$ cat config.mk
export PLATFORM = sky130hd
export DESIGN_NAME = g_round_scheduler
export DESIGN_NICKNAME = d
export VERILOG_FILES = /design/src/rtl/g_round_scheduler.sv
export SDC_FILE = /design/constraint.sdc
export NUM_CORES = 2
export LEC_CHECK = 0
export ABC_AREA = 1
export BUFFER_PORTS_ARGS = -buffer_cell sky130_fd_sc_hd__clkbuf_2
export CAP_MARGIN = 20
export CORE_AREA = 2 2 733 735
export CTS_CLUSTER_DIAMETER = 120
export DETAILED_ROUTE_END_ITERATION = 12
export DIE_AREA = 0 0 735 737
export SYNTH_ARGS = -nofsm -noshare
export SYNTH_HDL_FRONTEND = slang
export SYNTH_SLANG_ARGS = --single-unit
$ cat constraint.sdc
create_clock -name Clk -period 3.1 [get_ports Clk]
set_clock_uncertainty 0.15 [all_clocks]
set_input_delay 0.155 -clock Clk [delete_from_list [all_inputs] [get_ports Clk]]
set_output_delay 0.155 -clock Clk [all_outputs]
set_load 0.02 [all_outputs]
$ cat src/rtl/g_round_scheduler.sv
// Sequences one shared pipelined G unit through a full ROUNDS-round compression of a 16x32 state.
// Latency: Done_O rises 1 + 2*ROUNDS*(4+G_LATENCY) edges after the accepting edge. No backpressure: Start_I ignored while Busy_O.
// Optional G_SCHED_FINALIZE_EN: State_O carries the feed-forward output words instead of the raw state.
module g_round_scheduler #(
  parameter int ROUNDS    = 7,
  parameter int G_LATENCY = 3,
  parameter int Y_OFFSET  = 2
) (
  input  logic         Clk,
  input  logic         Rst_n,
  input  logic         Start_I,
  input  logic [511:0] State_I,
  input  logic [511:0] Msg_I,
  output logic         Busy_O,
  output logic         Done_O,
  output logic [511:0] State_O,
  output logic [31:0]  G_A_O,
  output logic [31:0]  G_B_O,
  output logic [31:0]  G_C_O,
  output logic [31:0]  G_D_O,
  output logic [31:0]  G_X_O,
  output logic [31:0]  G_Y_O,
  input  logic [31:0]  G_A_I,
  input  logic [31:0]  G_B_I,
  input  logic [31:0]  G_C_I,
  input  logic [31:0]  G_D_I
);

  localparam int HALF = 4 + G_LATENCY;
  localparam int CW   = $clog2(HALF);
  localparam int YD   = (Y_OFFSET > 0) ? Y_OFFSET : 1;
  localparam logic [3:0] PERM [16] = '{4'd2, 4'd6, 4'd3, 4'd10, 4'd7, 4'd0, 4'd4, 4'd13,
                                       4'd1, 4'd11, 4'd12, 4'd5, 4'd9, 4'd14, 4'd15, 4'd8};

  typedef enum logic [2:0] {IDLE, COL_ISSUE, COL_WAIT, DIAG_ISSUE, DIAG_WAIT, FIN} state_t;

  state_t        state_q, state_d;
  logic [CW-1:0] cnt_q;
  logic [3:0]    round_q;
  logic [31:0]   v_q [16];
  logic [31:0]   m_q [16];
  logic [31:0]   y_dly_q [YD];
  logic          done_q;
  logic [511:0]  state_o_q;
  logic [511:0]  fin_state;

  logic          diag_half, issue, active, wb, half_last;
  logic [1:0]    iss_op, wb_op;
  logic [15:0]   iss_q, wb_q;
  logic [3:0]    x_idx;
  logic [31:0]   y_now;

  // Packs the four state indices {d,c,b,a}; diagonal op j takes row r at column (j+r) mod 4.
  function automatic logic [15:0] quad(input logic diag, input logic [1:0] op);
    logic [1:0] c1, c2, c3;
    c1 = diag ? op + 2'd1 : op;
    c2 = diag ? op + 2'd2 : op;
    c3 = diag ? op + 2'd3 : op;
    return {2'd3, c3, 2'd2, c2, 2'd1, c1, 2'd0, op};
  endfunction

  always_comb begin
    diag_half = (state_q == DIAG_ISSUE) || (state_q == DIAG_WAIT);
    issue     = (state_q == COL_ISSUE) || (state_q == DIAG_ISSUE);
    active    = issue || (state_q == COL_WAIT) || (state_q == DIAG_WAIT);
    wb        = active && (cnt_q >= CW'(G_LATENCY));
    half_last = (cnt_q == CW'(HALF - 1));
    iss_op    = cnt_q[1:0];
    wb_op     = 2'(cnt_q - CW'(G_LATENCY));
    iss_q     = quad(diag_half, iss_op);
    wb_q      = quad(diag_half, wb_op);
    x_idx     = {diag_half, iss_op, 1'b0};
    y_now     = issue ? m_q[x_idx | 4'd1] : '0;
  end

  always_comb begin
    state_d = state_q;
    case (state_q)
      IDLE:       if (Start_I) state_d = COL_ISSUE;
      COL_ISSUE:  if (cnt_q == CW'(3)) state_d = COL_WAIT;
      COL_WAIT:   if (half_last) state_d = DIAG_ISSUE;
      DIAG_ISSUE: if (cnt_q == CW'(3)) state_d = DIAG_WAIT;
      DIAG_WAIT:  if (half_last) state_d = (round_q == 4'(ROUNDS - 1)) ? FIN : COL_ISSUE;
      FIN:        state_d = IDLE;
      default:    state_d = IDLE;
    endcase
  end

  always_ff @(posedge Clk or negedge Rst_n) begin
    if (!Rst_n) begin
      state_q   <= IDLE;
      cnt_q     <= '0;
      round_q   <= '0;
      done_q    <= 1'b0;
      state_o_q <= '0;
    end else begin
      state_q <= state_d;
      done_q  <= (state_q == FIN);
      if (state_q == FIN) state_o_q <= fin_state;
      // cnt_q spans one half-round: issue on 0..3, writeback on G_LATENCY..G_LATENCY+3.
      if (active) cnt_q <= half_last ? '0 : cnt_q + CW'(1);
      else        cnt_q <= '0;
      if (state_q == IDLE && Start_I)         round_q <= '0;
      else if (state_q == DIAG_WAIT && half_last) round_q <= round_q + 4'd1;
    end
  end

  always_ff @(posedge Clk or negedge Rst_n) begin
    if (!Rst_n) begin
      for (int i = 0; i < 16; i++) begin
        v_q[i] <= '0;
        m_q[i] <= '0;
      end
      for (int i = 0; i < YD; i++) y_dly_q[i] <= '0;
    end else begin
      if (state_q == IDLE && Start_I) begin
        for (int i = 0; i < 16; i++) begin
          v_q[i] <= State_I[32*i +: 32];
          m_q[i] <= Msg_I[32*i +: 32];
        end
      end else begin
        if (wb) begin
          v_q[wb_q[3:0]]   <= G_A_I;
          v_q[wb_q[7:4]]   <= G_B_I;
          v_q[wb_q[11:8]]  <= G_C_I;
          v_q[wb_q[15:12]] <= G_D_I;
        end
        if (state_q == DIAG_WAIT && half_last) begin
          for (int i = 0; i < 16; i++) m_q[i] <= m_q[PERM[i]];
        end
      end
      // Not flushed between halves: zeros shift in on every non-issue cycle.
      y_dly_q[0] <= y_now;
      for (int i = 1; i < YD; i++) y_dly_q[i] <= y_dly_q[i-1];
    end
  end

`ifdef G_SCHED_FINALIZE_EN
  logic [31:0] h_q [8];

  always_ff @(posedge Clk or negedge Rst_n) begin
    if (!Rst_n) begin
      for (int i = 0; i < 8; i++) h_q[i] <= '0;
    end else if (state_q == IDLE && Start_I) begin
      for (int i = 0; i < 8; i++) h_q[i] <= State_I[32*i +: 32];
    end
  end

  always_comb begin
    fin_state = '0;
    for (int i = 0; i < 8; i++) begin
      fin_state[32*i +: 32]     = v_q[i] ^ v_q[i+8];
      fin_state[32*(i+8) +: 32] = v_q[i+8] ^ h_q[i];
    end
  end
`else
  always_comb begin
    fin_state = '0;
    for (int i = 0; i < 16; i++) fin_state[32*i +: 32] = v_q[i];
  end
`endif

  assign Busy_O  = (state_q != IDLE);
  assign Done_O  = done_q;
  assign State_O = state_o_q;
  assign G_A_O   = issue ? v_q[iss_q[3:0]]   : '0;
  assign G_B_O   = issue ? v_q[iss_q[7:4]]   : '0;
  assign G_C_O   = issue ? v_q[iss_q[11:8]]  : '0;
  assign G_D_O   = issue ? v_q[iss_q[15:12]] : '0;
  assign G_X_O   = issue ? m_q[x_idx]        : '0;

  generate
    if (Y_OFFSET == 0) begin : g_y_direct
      assign G_Y_O = y_now;
    end else begin : g_y_delayed
      assign G_Y_O = y_dly_q[YD-1];
    end
  endgenerate

endmodule

**Word level (Yosys, flattened, before mapping)**

Cells that the tools add are included.

- Register bits: 1611
- Word-level logic and storage cells: 159

- Order comparisons: 15
- Reductions and logical operators: 16
- Bitwise operators: 10
- Add/subtract/negate cells: 9
- Equality and inequality tests: 13
- Muxes and demuxes: 57

Operator list:

| operator | number |
|---|---|
| 512-bit bitwise mux | 4 |
| 512-bit 2-to-1 mux | 4 |
| 32-bit binary-select mux with 4-bit select | 6 |
| 32-bit 2-to-1 mux | 22 |
| 32-bit demux with 4-bit select | 4 |
| 5-bit >= comparator (second input constant) | 10 |
| 4-bit inverter with 5-bit output | 6 |
| 3-bit 2-to-1 mux | 8 |
| 5-bit by 1-bit < comparator with 1-bit output (second input constant) | 4 |
| 3-bit one-hot mux with 5 select lines | 1 |
| 2-bit 2-to-1 mux | 6 |
| 2-bit inverter with 5-bit output | 2 |
| 3-bit inverter with 5-bit output | 2 |
| 3-bit by 2-bit equality test with 1-bit output (second input constant) | 3 |
| 3-bit equality test (second input constant) | 3 |
| 2-bit adder (second input constant) | 4 |
| 4-bit 2-to-1 mux | 2 |
| 1-bit logical AND | 7 |
| 2-bit != test (second input constant) | 3 |
| 5-bit AND reduction | 1 |
| 2-bit by 1-bit adder with 2-bit output (second input constant) | 2 |
| 4-bit by 1-bit adder with 4-bit output (second input constant) | 1 |
| 4-bit by 3-bit equality test with 1-bit output (second input constant) | 1 |
| 1-bit logical OR | 4 |
| other kinds (8) | 10 |

**Longest topological paths before layout**

- Depth in word-level cells: 13
- Depth in mapped cells: 17

**Worst setup path before layout**

No wires, ideal clock.

- Kind: register to output
- Start point: register cnt_q[0]
- End point: output port G_B_O[17]
- Data arrival time: 2.677 ns
- Cell stages (with the launch flop): 13
- Buffers on the path: 5
- Slack: 0.118 ns
- Required time: 2.795 ns
- Path through: dfrtp_1 -> inv_2 -> buf_2 -> clkbuf_1 -> buf_2 -> buf_2 -> ha_1 -> inv_1 -> nand2_1 -> nand2_1 -> clkbuf_1 -> nand3_1 -> a21oi_1

- Longest elaborated chain between the ends: 7

Ends and longest elaborated chain:

| what | RTL line | source |
|---|---|---|
| start, declared | 38 | `logic [CW-1:0] cnt_q;` |
| start signal, assigned | 101 | `if (active) cnt_q <= half_last ? '0 : cnt_q + CW'(1);` |
| 2-bit by 1-bit adder with 2-bit output | 56 | `c1 = diag ? op + 2'd1 : op;` |
| 2-bit 2-to-1 mux (*) | 56 |  |
| 3-bit inverter with 5-bit output (implied by the code) (*) | 167 | `assign G_B_O = issue ? v_q[iss_q[7:4]] : '0;` |
| 32-bit binary-select mux with 4-bit select (*) | 167 |  |
| 32-bit 2-to-1 mux (implied by the code) (*) (2 in series) | 167 |  |
| 32-bit 2-to-1 mux (*) | 167 |  |
| end, declared | 18 | `output logic [31:0] G_B_O,` |

Every way passes the cells marked *; elsewhere a longest branch is shown, timed or not. The select of a mux whose other input is x is not followed.

**Worst setup path in the final report**

- Start point: register state_q[1]
- End point: output port G_B_O[2]

- Longest elaborated chain between the ends: 8

Ends and longest elaborated chain:

| what | RTL line | source |
|---|---|---|
| start, declared | 37 | `state_t state_q, state_d;` |
| start signal, assigned | 97 | `state_q <= state_d;` |
| 3-bit by 2-bit equality test with 1-bit output / 3-bit equality test (equally long branches) | 63, 64 |  |
| 1-bit logical OR | 63 | `diag_half = (state_q == DIAG_ISSUE) \|\| (state_q == DIAG_WAIT);` |
| 2-bit 2-to-1 mux | 56 |  |
| 3-bit inverter with 5-bit output (implied by the code) | 167 |  |
| 32-bit binary-select mux with 4-bit select | 167 |  |
| 32-bit 2-to-1 mux (implied by the code) (2 in series) | 167 |  |
| 32-bit 2-to-1 mux (*) | 167 |  |

Marks and branches as above.

==> impl_metrics.ini <==
[sta]
final-hold-violation-count = 0
finalCritPeriodShare = 1.15
unrepaired_setup_endpoints_after_global_routing = true
fmax_ghz = 0.280
tightest_slew_ns = 1.13
relSlewSlack = 0.245
pnr_worst_setup_slack_ns = -0.476
report.final.setup_viol = 680
drv_slew = 0
timing.final.crit_period_ns = 3.58

[routing]
avgViaCountPerCell = 4.72
routedWlPerCell_microns = 32.0
drcViolationCount = 0
detailroute.via_count = 104000
detail_route.first_pass.iterations = 12
detail_route.wirelength_microns = 705000
antenna_left = 0
drt_iter0_markers = 14700

[worst_hold_path]
min-delay-start = Msg_I[118]
min_delay_worst_endpoint = m_q[406]$_DFFE_PN0P_
hp-class = in2reg
timing.hold.worst_path_depth = 4

[setup_path]
worst_setup_path_start_kind = flip-flop
ordered_cell_list_for_the_critical_path = nand3_4 > buf_4 > nand3_4 > buf_12 > buf_12 > nand3_1 > nand3_2 > a21oi_4 > buf_6 > buf_6
critical-path-slowest-cell = sky130_fd_sc_hd__dfrtp_2
worst_setup_path_end_kind = output pin
worstPathMaxFanout = 16
timing.critical_path.arrival_ns = 3.27
r2r-start = cnt_q[0]$_DFF_PN0_
worst_reg_to_reg_cells = 16
reg2reg_slack_ns = -0.27
path_class = reg2out
worst_path_largest_cell_delay_ns = 0.48
crit-reg2reg-capture = fin_state[177]$_DFFE_PN0P_
timing.critical_path.required_ns = 2.79

[logic_synthesis]
syn_area_sq_mm = 0.0814
synth_seq_area_share = 0.496
synth_top_cells_by_area = sky130_fd_sc_hd__dfrtp_1 50%, sky130_fd_sc_hd__nand2_1 14%, sky130_fd_sc_hd__o21ai_0 12%, sky130_fd_sc_hd__nand3_1 7.9%, sky130_fd_sc_hd__inv_1 4.5%
synth-edff-count = 0
synth_ff_type = sky130_fd_sc_hd__dfrtp_1
synth_top_cell_by_area = sky130_fd_sc_hd__dfrtp_1
mappedNetlistNets = 12100
yosys_warnings = 0
postSynthAreaPerCell_sq_um = 7.44
yosysUniqueCellTypes = 32
synth.ff_latch_count = 1611
synthArstFlopShare = 1.00
synthTopCellsByCount = 2978 x sky130_fd_sc_hd__nand2_1, 2030 x sky130_fd_sc_hd__o21ai_0, 1611 x sky130_fd_sc_hd__dfrtp_1, 1283 x sky130_fd_sc_hd__nand3_1, 978 x sky130_fd_sc_hd__inv_1
synthMostInstantiatedCell = sky130_fd_sc_hd__nand2_1
area_share_of_the_largest_cell_type_after_synthesis = 0.496
synthesis.instances = 10900

[clock_network]
h-tree-depth = 4
clock_sink_count = 1611
clkSlewWorstSetupHoldPaths_ns = 0.06
master_cell_of_the_clock_root_buffer = sky130_fd_sc_hd__clkbuf_16
clk_latency_ns = 0.98
cts_made_buffers = 202
tritoncts = built
clock_path_buffers = 4

[finish]
instances_no_fill = 22000
final_core_util = 0.254
design.final.nets = 15800
count_of_fill_cells_added_during_filler_insertion = 58100
area_growth_pct = 66.8
design_area_sq_mm = 0.136
post_route_cells_drive_above_1_share = 0.235

[place]
dpl-instance-area_sq_mm = 0.102
number_of_placed_instances_taps_included = 19400
io_buffer_count = 1860
gpl.final_weighted_congestion = 1.14
dpl.hpwl_microns = 529000

[global_routing]
grt_max_degree = 152
remaining_global_route_overflow = 0
wire_length_of_the_first_global_routing_pass_microns = 903000
number_of_global_route_vias_before_repair = 97200
number_of_antenna_violations_at_the_first_check_in_global_routing = 305
global_route.usage.total = 0.244

[pwr]
power.static_leakage_nw = 64.8
power_w = 0.166
power_per_cell_area_mw_per_mm2 = 1220
irDropWorstVdd_mv = 0.958

[floorplan]
pin_count = 1861
fp.coreArea_sq_mm = 0.534
fp-row-count = 269
die_w_microns = 735
floorplan_die_area_sq_mm = 0.542
floorplan.initialDensity = 0.152
die_h_microns = 737

[status]
outcome = finished, violations left
failed_checks = negative setup slack

[job]
maxCapViolCount = 0
-- cell families (layout without fill, tap and decap cells) --
kind of cell	Yosys count	after routing	synth area share
AOI/OAI and AO/OA	2835	2835	0.177
DFF	1611	1611	0.496
other	0	208	0
buffers and inverters	1897	5728	0.0934
and+or+nand+nor	4577	4580	0.233
adders and majority gates	9	9	0.00138
-- worst max-delay path: cells and delay by family (launching register included) --
kind                   cells  cell delay [ns]
AO/OA/AOI/OAI              1             0.36
buffers and inverters      5             0.80
flip-flops                 1             0.48
AND/OR/NAND/NOR            4             0.61
-- power by group --
group / internal, W / switching [W] / total, W
combinational: 0.0338 / 0.0702 / 0.104
sequential: 0.0302 / 0.00574 / 0.0360
clock: 0.0152 / 0.0108 / 0.0260
total: 0.0792 / 0.0868 / 0.166
-- cell usage in the layout (no fill, tap or decap), drive strengths merged, types with 7 or more instances in the layout --
master / instances
clkbuf: 2060
nand3: 1296
ha: 9
dfrtp: 1611
clkinvlp: 14
buf: 836
o21ai: 2162
bufinv: 25
clkinv: 40
a211oi: 32
nor2: 287
a21oi: 553
dlygate4sd3: 1737
a31oi: 19
o22ai: 67
bufbuf: 18
diode: 208
inv: 998
nor3: 7
nand2: 2989
-- final cells by class --
| class | count | area [sq um] | area share |
|---|---|---|---|
| timing repair buffer | 4372 | 38400 | 0.283 |
| multi-input combinational | 7424 | 36700 | 0.270 |
| clock inverter | 88 | 1340 | 0.00987 |
| sequential | 1611 | 40300 | 0.297 |
| timing repair inverter | 1 | 8.76 | 0.0000646 |
| tap | 7046 | 8820 | 0.0650 |
| inverter | 988 | 3780 | 0.0279 |
| clock buffer | 279 | 5790 | 0.0427 |
| antenna | 208 | 520 | 0.00384 |
-- layer usage --
metal | share of wire | track usage
met1 | 0.36 | 0.287
met2 | 0.40 | 0.347
met3 | 0.15 | 0.115
met4 | 0.089 | 0.175
met5 | 0.0016 | 0.00620
-- state kept, by name, indices dropped and copies added, names as in the netlist --
signal and count:
round_q 4, state_q 3, State_O 512, cnt_q 3, y_dly_q 32, m_q 512
fin_state 512, G_Y_O 32, Done_O 1
-- repair_timing --
item | 4_1_cts | 5_1_grt
pin swaps | 119 | 124
buffers inserted | 115 | 79
gates cloned | 78 | 19
endpoints found under the hold margin | 2536 | 0
setup endpoints to repair | 164 | 702
hold buffers | 1738 | 0
gates resized for setup | 720 | 546
-- worst max path at each step --
| stage | slack [ns] | start | cells past startpoint | end |
|---|---|---|---|---|
| 3_3_place_gp | -0.73 | cnt_q[0]$_DFF_PN0_ | 9 | G_D_O[11] |
| 2_1_floorplan | 0.12 | cnt_q[0]$_DFF_PN0_ | 12 | G_B_O[17] |
| 6_report | -0.48 | state_q[1]$_DFFE_PN0P_ | 10 | G_B_O[2] |
| 5_1_grt | -0.50 | state_q[1]$_DFFE_PN0P_ | 8 | G_D_O[11] |
| 4_1_cts | -0.51 | state_q[0]$_DFFE_PN0P_ | 12 | G_B_O[9] |
| 3_5_place_dp | -0.24 | cnt_q[0]$_DFF_PN0_ | 9 | G_D_O[26] |
-- stage by stage --
stage               worst slack (ns)  TNS, ns  hold WS (ns)
finish                        -0.476   -98.36        0.0323
global route                  -0.503  -184.10        0.0379
CTS                           -0.505   -71.41     0.0000393
detailed placement            -0.237   -0.754        0.0250
global placement              -0.733    -1.80        0.0312
floorplan                      0.118        0        -0.291
(Power assumes the default switching activity.)
